File: config.mk
export PLATFORM = sky130hd
export DESIGN_NAME = bnn_layer_ctrl
export DESIGN_NICKNAME = d
export VERILOG_FILES = /design/src/rtl/bnn_pkg.sv /design/src/rtl/bnn_xnor_acc.sv /design/src/rtl/bnn_layer_ctrl.sv
export SDC_FILE = /design/constraint.sdc
export NUM_CORES = 1
export LEC_CHECK = 0
export ABC_AREA = 1
export CORE_MARGIN = 2
export CORE_UTILIZATION = 60
export DETAILED_ROUTE_END_ITERATION = 7
export DONT_BUFFER_PORTS = 1
export GPL_ROUTABILITY_DRIVEN = 0
export PLACE_DENSITY = 0.76
export RECOVER_POWER = 25
export SYNTH_ARGS = -nofsm -noshare
export SYNTH_HDL_FRONTEND = slang
export SYNTH_SLANG_ARGS = --single-unit
File: constraint.sdc
create_clock -name clk -period 1.85 [get_ports clk]
set_clock_uncertainty 0.1 [all_clocks]
set_input_delay 0.37 -clock clk [delete_from_list [all_inputs] [get_ports clk]]
set_output_delay 0.37 -clock clk [all_outputs]
set_load 0.05 [all_outputs]
File: src/rtl/bnn_pkg.sv
// Shared types and widths for the binary neural net layer.
// Common with mem_sys so address/bank widths stay in step.
package bnn_pkg;

  localparam int N_IN_DEF     = 8;
  localparam int N_NEURON_DEF = 4;
  localparam int THRESH_DEF   = N_IN_DEF / 2;

  localparam int W_ADDR_LEN_DEF = 20;
  localparam int W_SEL_LEN_DEF  = 2;
  localparam int X_ADDR_LEN_DEF = 10;
  localparam int X_SEL_LEN_DEF  = 2;

  typedef enum logic [2:0] {
    S_IDLE,
    S_READ,
    S_DRAIN,
    S_THRESH,
    S_FINISH
  } state_t;

endpackage

File: src/rtl/bnn_xnor_acc.sv
// Valid pipe, XNOR and popcount accumulator for one neuron.
// Read data lands one cycle after its request, so en is piped once.
module bnn_xnor_acc #(
  parameter int ACC_W = 4
) (
  input  logic             clk,
  input  logic             rst,
  input  logic             clr,
  input  logic             en,
  input  logic             w_bit,
  input  logic             x_bit,
  output logic [ACC_W-1:0] acc
);

  logic vld;

  // Track which cycles carry returned data and count matching bits
  always_ff @(posedge clk) begin
    if (rst) begin
      vld <= 1'b0;
      acc <= '0;
    end else begin
      vld <= en;
      if (clr) begin
        acc <= '0;
      end else if (vld) begin
        acc <= acc + ACC_W'(w_bit ~^ x_bit);
      end
    end
  end

endmodule

File: src/rtl/bnn_layer_ctrl.sv
// Layer controller: walks every neuron's weight bank against one
// input bank, thresholds each popcount into a bit of y_out.
module bnn_layer_ctrl
  import bnn_pkg::*;
#(
  parameter int N_IN       = N_IN_DEF,
  parameter int N_NEURON   = N_NEURON_DEF,
  parameter int THRESH     = N_IN / 2,
  parameter int W_ADDR_LEN = W_ADDR_LEN_DEF,
  parameter int W_SEL_LEN  = W_SEL_LEN_DEF,
  parameter int X_ADDR_LEN = X_ADDR_LEN_DEF,
  parameter int X_SEL_LEN  = X_SEL_LEN_DEF
) (
  input  logic                  clk,
  input  logic                  rst,
  input  logic                  start_compute,
  input  logic [X_SEL_LEN-1:0]  cfg_x_sel,
  output logic [W_ADDR_LEN-1:0] w_addr,
  output logic [W_SEL_LEN-1:0]  w_sel,
  output logic                  w_rd_en,
  input  logic                  w_rdata,
  output logic [X_ADDR_LEN-1:0] x_addr,
  output logic [X_SEL_LEN-1:0]  x_sel,
  output logic                  x_rd_en,
  input  logic                  x_rdata,
  output logic                  busy,
  output logic                  done,
  output logic [N_NEURON-1:0]   y_out
);

  localparam int ACC_W = $clog2(N_IN + 1);
  localparam int I_W   = (N_IN > 1) ? $clog2(N_IN) : 1;
  localparam int J_W   = W_SEL_LEN;

  state_t           state;
  logic [I_W-1:0]   i;
  logic [J_W-1:0]   j;
  logic [ACC_W-1:0] acc;
  logic             acc_clr;
  logic             fire;

  // Clear the count on a fresh start and between neurons
  always_comb begin
    acc_clr = 1'b0;
    if (state == S_IDLE && start_compute) acc_clr = 1'b1;
    if (state == S_THRESH)                acc_clr = 1'b1;
  end

  // Threshold compare; a tie fires
  always_comb begin
    fire = ({{(32-ACC_W){1'b0}}, acc} >= 32'(THRESH));
  end

  bnn_xnor_acc #(
    .ACC_W (ACC_W)
  ) u_acc (
    .clk   (clk),
    .rst   (rst),
    .clr   (acc_clr),
    .en    (w_rd_en),
    .w_bit (w_rdata),
    .x_bit (x_rdata),
    .acc   (acc)
  );

  // Sequencer: issues reads, drains, thresholds, signals done
  always_ff @(posedge clk) begin
    if (rst) begin
      state   <= S_IDLE;
      i       <= '0;
      j       <= '0;
      w_addr  <= '0;
      w_sel   <= '0;
      w_rd_en <= 1'b0;
      x_addr  <= '0;
      x_sel   <= '0;
      x_rd_en <= 1'b0;
      busy    <= 1'b0;
      done    <= 1'b0;
      y_out   <= '0;
    end else begin
      done <= 1'b0;
      unique case (state)
        S_IDLE: begin
          if (start_compute) begin
            state   <= S_READ;
            busy    <= 1'b1;
            i       <= '0;
            j       <= '0;
            y_out   <= '0;
            w_addr  <= '0;
            x_addr  <= '0;
            w_sel   <= '0;
            x_sel   <= cfg_x_sel;
            w_rd_en <= 1'b1;
            x_rd_en <= 1'b1;
          end
        end
        S_READ: begin
          if (i == I_W'(N_IN - 1)) begin
            state   <= S_DRAIN;
            w_rd_en <= 1'b0;
            x_rd_en <= 1'b0;
          end else begin
            i      <= i + I_W'(1);
            w_addr <= W_ADDR_LEN'(i + I_W'(1));
            x_addr <= X_ADDR_LEN'(i + I_W'(1));
          end
        end
        S_DRAIN: begin
          state <= S_THRESH;
        end
        S_THRESH: begin
          y_out[j] <= fire;
          if (j == J_W'(N_NEURON - 1)) begin
            state <= S_FINISH;
          end else begin
            state   <= S_READ;
            j       <= j + J_W'(1);
            i       <= '0;
            w_addr  <= '0;
            x_addr  <= '0;
            w_sel   <= j + J_W'(1);
            w_rd_en <= 1'b1;
            x_rd_en <= 1'b1;
          end
        end
        S_FINISH: begin
          done  <= 1'b1;
          busy  <= 1'b0;
          state <= S_IDLE;
        end
        default: state <= S_IDLE;
      endcase
    end
  end

endmodule

==> reports/metrics.yaml, run 1 <==
grt_pass1_vias: 993
grt_max_degree: 14
peakVddDrop_mv: 0.921
hold_class: "in2reg"
final_util: 0.658
slew_headroom: 0.638
avgSynthCellArea_um2: 7.32
clockPowerShare: 0.129
max_stage_delay_ps: 460
synth_edf_count: 0
cp-start-kind: "register"
drc: 0
ios: 49
period_share: 0.859
wire_per_inst_um: 11.5
p_comb_frac: 0.484
area_growth_pct: 1.06
status: "complete, no violations"
hold_viol: 0
grt_overflow: 0
fmax_ghz: 0.629
grt_pass1_wl_mm: 3.95
min_from: "rst"
wirelength_mm: 2.45
synth_area_mm2: 0.00130
p_sw_frac: 0.520
grt_util_all_layers: 0.199
final_cells: 212
core_area_mm2: 0.00200
yosysUniqueCellTypes: 25
ys_seq_elements: 23
critPathArrivalTime_ps: 1120
path_delay_family: "buffers and inverters"
dr.pass1.iters: 4
rsz0062_at_grt: "no"
synth_ff_type: "dfxtp_1"
reg2reg_depth: 8
reg2reg_setup_slack_ps: 340
min_delay_path_depth: 1
nets: 201
routed_via_density: 4.92
worstReg2RegStart: "i[0]"
tightest_slew_ps: 542
crit_fanout: 2
synth_seq_area_share: 0.354
post-route-min-period_ps: 1590
p_seq_frac: 0.387
path_cells: "clkbuf_2"
placementRows: 16
die_area_mm2: 0.00256
critPathSlowestCell: "clkbuf_2"
clk_pin_slew_ps: 130
final_max_slew_viol_count: 0
start_util: 0.651
critPathBufInv: 1
fillers: 198
p_sw_w: 0.000965
dpl.cell_count: 205
cts_buffers: 3
post-cts-setup-buffers: 0
critical_path_class: "reg2out"
ant_nets: 0
power.density_mw_per_mm2: 1410
stdcell_area_mm2: 0.00132
finalSetupViolCount: 0
dieWidth_um: 50.6
drive_gt1_frac: 0.103
cts_sinks: 23
cts-htree-levels: 1
whs_endpoint: "state[2]"
p_leak_nw: 0.617
drt-initial-drc-count: 17
fin_setup_tns_ps: 0
cts_buffer_depth: 2
async_flop_share: 0
antenna_found_initial: 0
cts_tree: "done"
worstPathRequired_ps: 1380
p_int_w: 0.000892
postPlaceCellArea_mm2: 0.00126
maxCapViolations: 0
die_h_um: 50.6
syn_inst: 178
yosysWarnings: 0
diodes: 0
via_count: 1042
dpl.hpwl_mm: 1.72
cts-root-buf: "clkbuf_4"
portBuffers: 0
clk_latency_ps: 320
crit_path_end_kind: "output pin"
r2r_end: "i[0]"
-- flip-flops by register name, summed over array words and instances (netlist names) --
register and cells:
w_addr 2, u_acc.acc 4, x_sel 2, x_rd_en 1, done 1, i 2, j 2, busy 1
u_acc.vld 1, state 3, y_out 4
-- logic make-up after synthesis --
family | after synthesis | share of synthesized area
simple gates | 79 | 0.262
buf+inv | 44 | 0.205
flops | 23 | 0.354
compound gates | 21 | 0.0865
fa+ha+maj | 8 | 0.0769
xor+xnor | 2 | 0.0135
other cells | 1 | 0.00288
-- layer usage --
metal / vias up / routed length, um / GRT usage
met4: 0 / 23 / 0.0721
met3: 4 / 185 / 0.0387
li1: 529 / - / -
met5: - / 0 / 0
met1: 460 / 1030 / 0.226
met2: 49 / 1210 / 0.366
-- cell usage in the layout, fill, tap and decap left out --
cell type      instances
nand2_1               38
dfxtp_1               23
conb_1                22
nor2_1                18
inv_1                 14
a21oi_1               14
nand3_1               10
ha_1                   8
buf_4                  6
or2_2                  5
o21ai_0                4
clkbuf_4               3
dlygate4sd3_1          3
nand4_1                2
o21bai_1               2
xnor2_1                1
inv_2                  1
clkinv_1               1
nand2_2                1
nor2_2                 1
or2_1                  1
or2_0                  1
a211oi_1               1
xor2_1                 1
nor3_1                 1
nor3b_1                1
clkinv_2               1
clkbuf_2               1
-- final cells by class --
class	count	area, um2	share of cell area
multi-input cells	132	654	0.497
flip-flops and latches	23	460	0.350
repair buffers	10	80.1	0.0608
inverters	16	60.1	0.0456
well taps	27	33.8	0.0257
clock buffers	3	22.5	0.0171
clock inverters	1	5.00	0.00380
-- cells in the mapped netlist, drive strengths merged, types with 2 or more instances --
master | count | area (um2)
nand2 | 39 | 149
buf | 27 | 203
dfxtp | 23 | 460
nor2 | 19 | 73.8
inv | 15 | 56.3
a21oi | 14 | 70.1
nand3 | 10 | 50.1
ha | 8 | 100
or2 | 7 | 43.8
o21ai | 4 | 20.0
nand4 | 2 | 12.5
o21bai | 2 | 15.0
-- power by group through the flow --
stage | logic [W] | registers [W] | clock network (W)
global placement | 0.000868 | 0.000722 | 0
global route | 0.000998 | 0.000729 | 0.000256
floorplan | 0.000669 | 0.000877 | 0
finish | 0.000899 | 0.000718 | 0.000240
CTS | 0.000894 | 0.000716 | 0.000244
detailed placement | 0.000886 | 0.000726 | 0
-- through the flow --
step           hold slack, ps  setup WS, ps  total power (W)
2_1_floorplan             339           142          0.00155
3_3_place_gp              333           312          0.00159
3_5_place_dp              337           269          0.00161
4_1_cts                 0.183           347          0.00185
5_1_grt                  4.11           145          0.00198
6_report                 2.25           261          0.00186
-- worst max path at each step --
stage	startpoint	endpoint	slack, ps	depth (start not counted)
after floorplan	i[0]	i[0]	140	7
after global placement	x_rdata	u_acc.acc[1]	310	6
after detailed placement	x_rdata	u_acc.acc[1]	270	6
after CTS	i[0]	i[0]	350	8
after global routing	state[1]	y_out[1]	150	6
final	w_addr[3]	w_addr[3]	260	1
-- timing repair --
action,in CTS,in global routing
resized for setup,0,0
endpoints found under the setup margin,0,0
hold endpoints to repair,0,5
hold buffers,0,3
(Power assumes the default switching activity.)
==> run 2, diff against run 1 <==
--- a/config.mk
+++ b/config.mk
@@ -16,3 +16,4 @@
 export SYNTH_ARGS = -nofsm -noshare
 export SYNTH_HDL_FRONTEND = slang
 export SYNTH_SLANG_ARGS = --single-unit
+export TNS_END_PERCENT = 100
==> results of run 2 <==
Same layout as run 1: the final DEF is identical, and so are final timing and power.
==> run 3, diff against run 2 <==
--- a/config.mk
+++ b/config.mk
@@ -13,7 +13,7 @@
 export GPL_ROUTABILITY_DRIVEN = 0
 export PLACE_DENSITY = 0.76
 export RECOVER_POWER = 25
+export SLEW_MARGIN = 5
 export SYNTH_ARGS = -nofsm -noshare
 export SYNTH_HDL_FRONTEND = slang
 export SYNTH_SLANG_ARGS = --single-unit
-export TNS_END_PERCENT = 100
==> results of run 3 <==
Same layout as run 1: the final DEF is identical, and so are final timing and power.
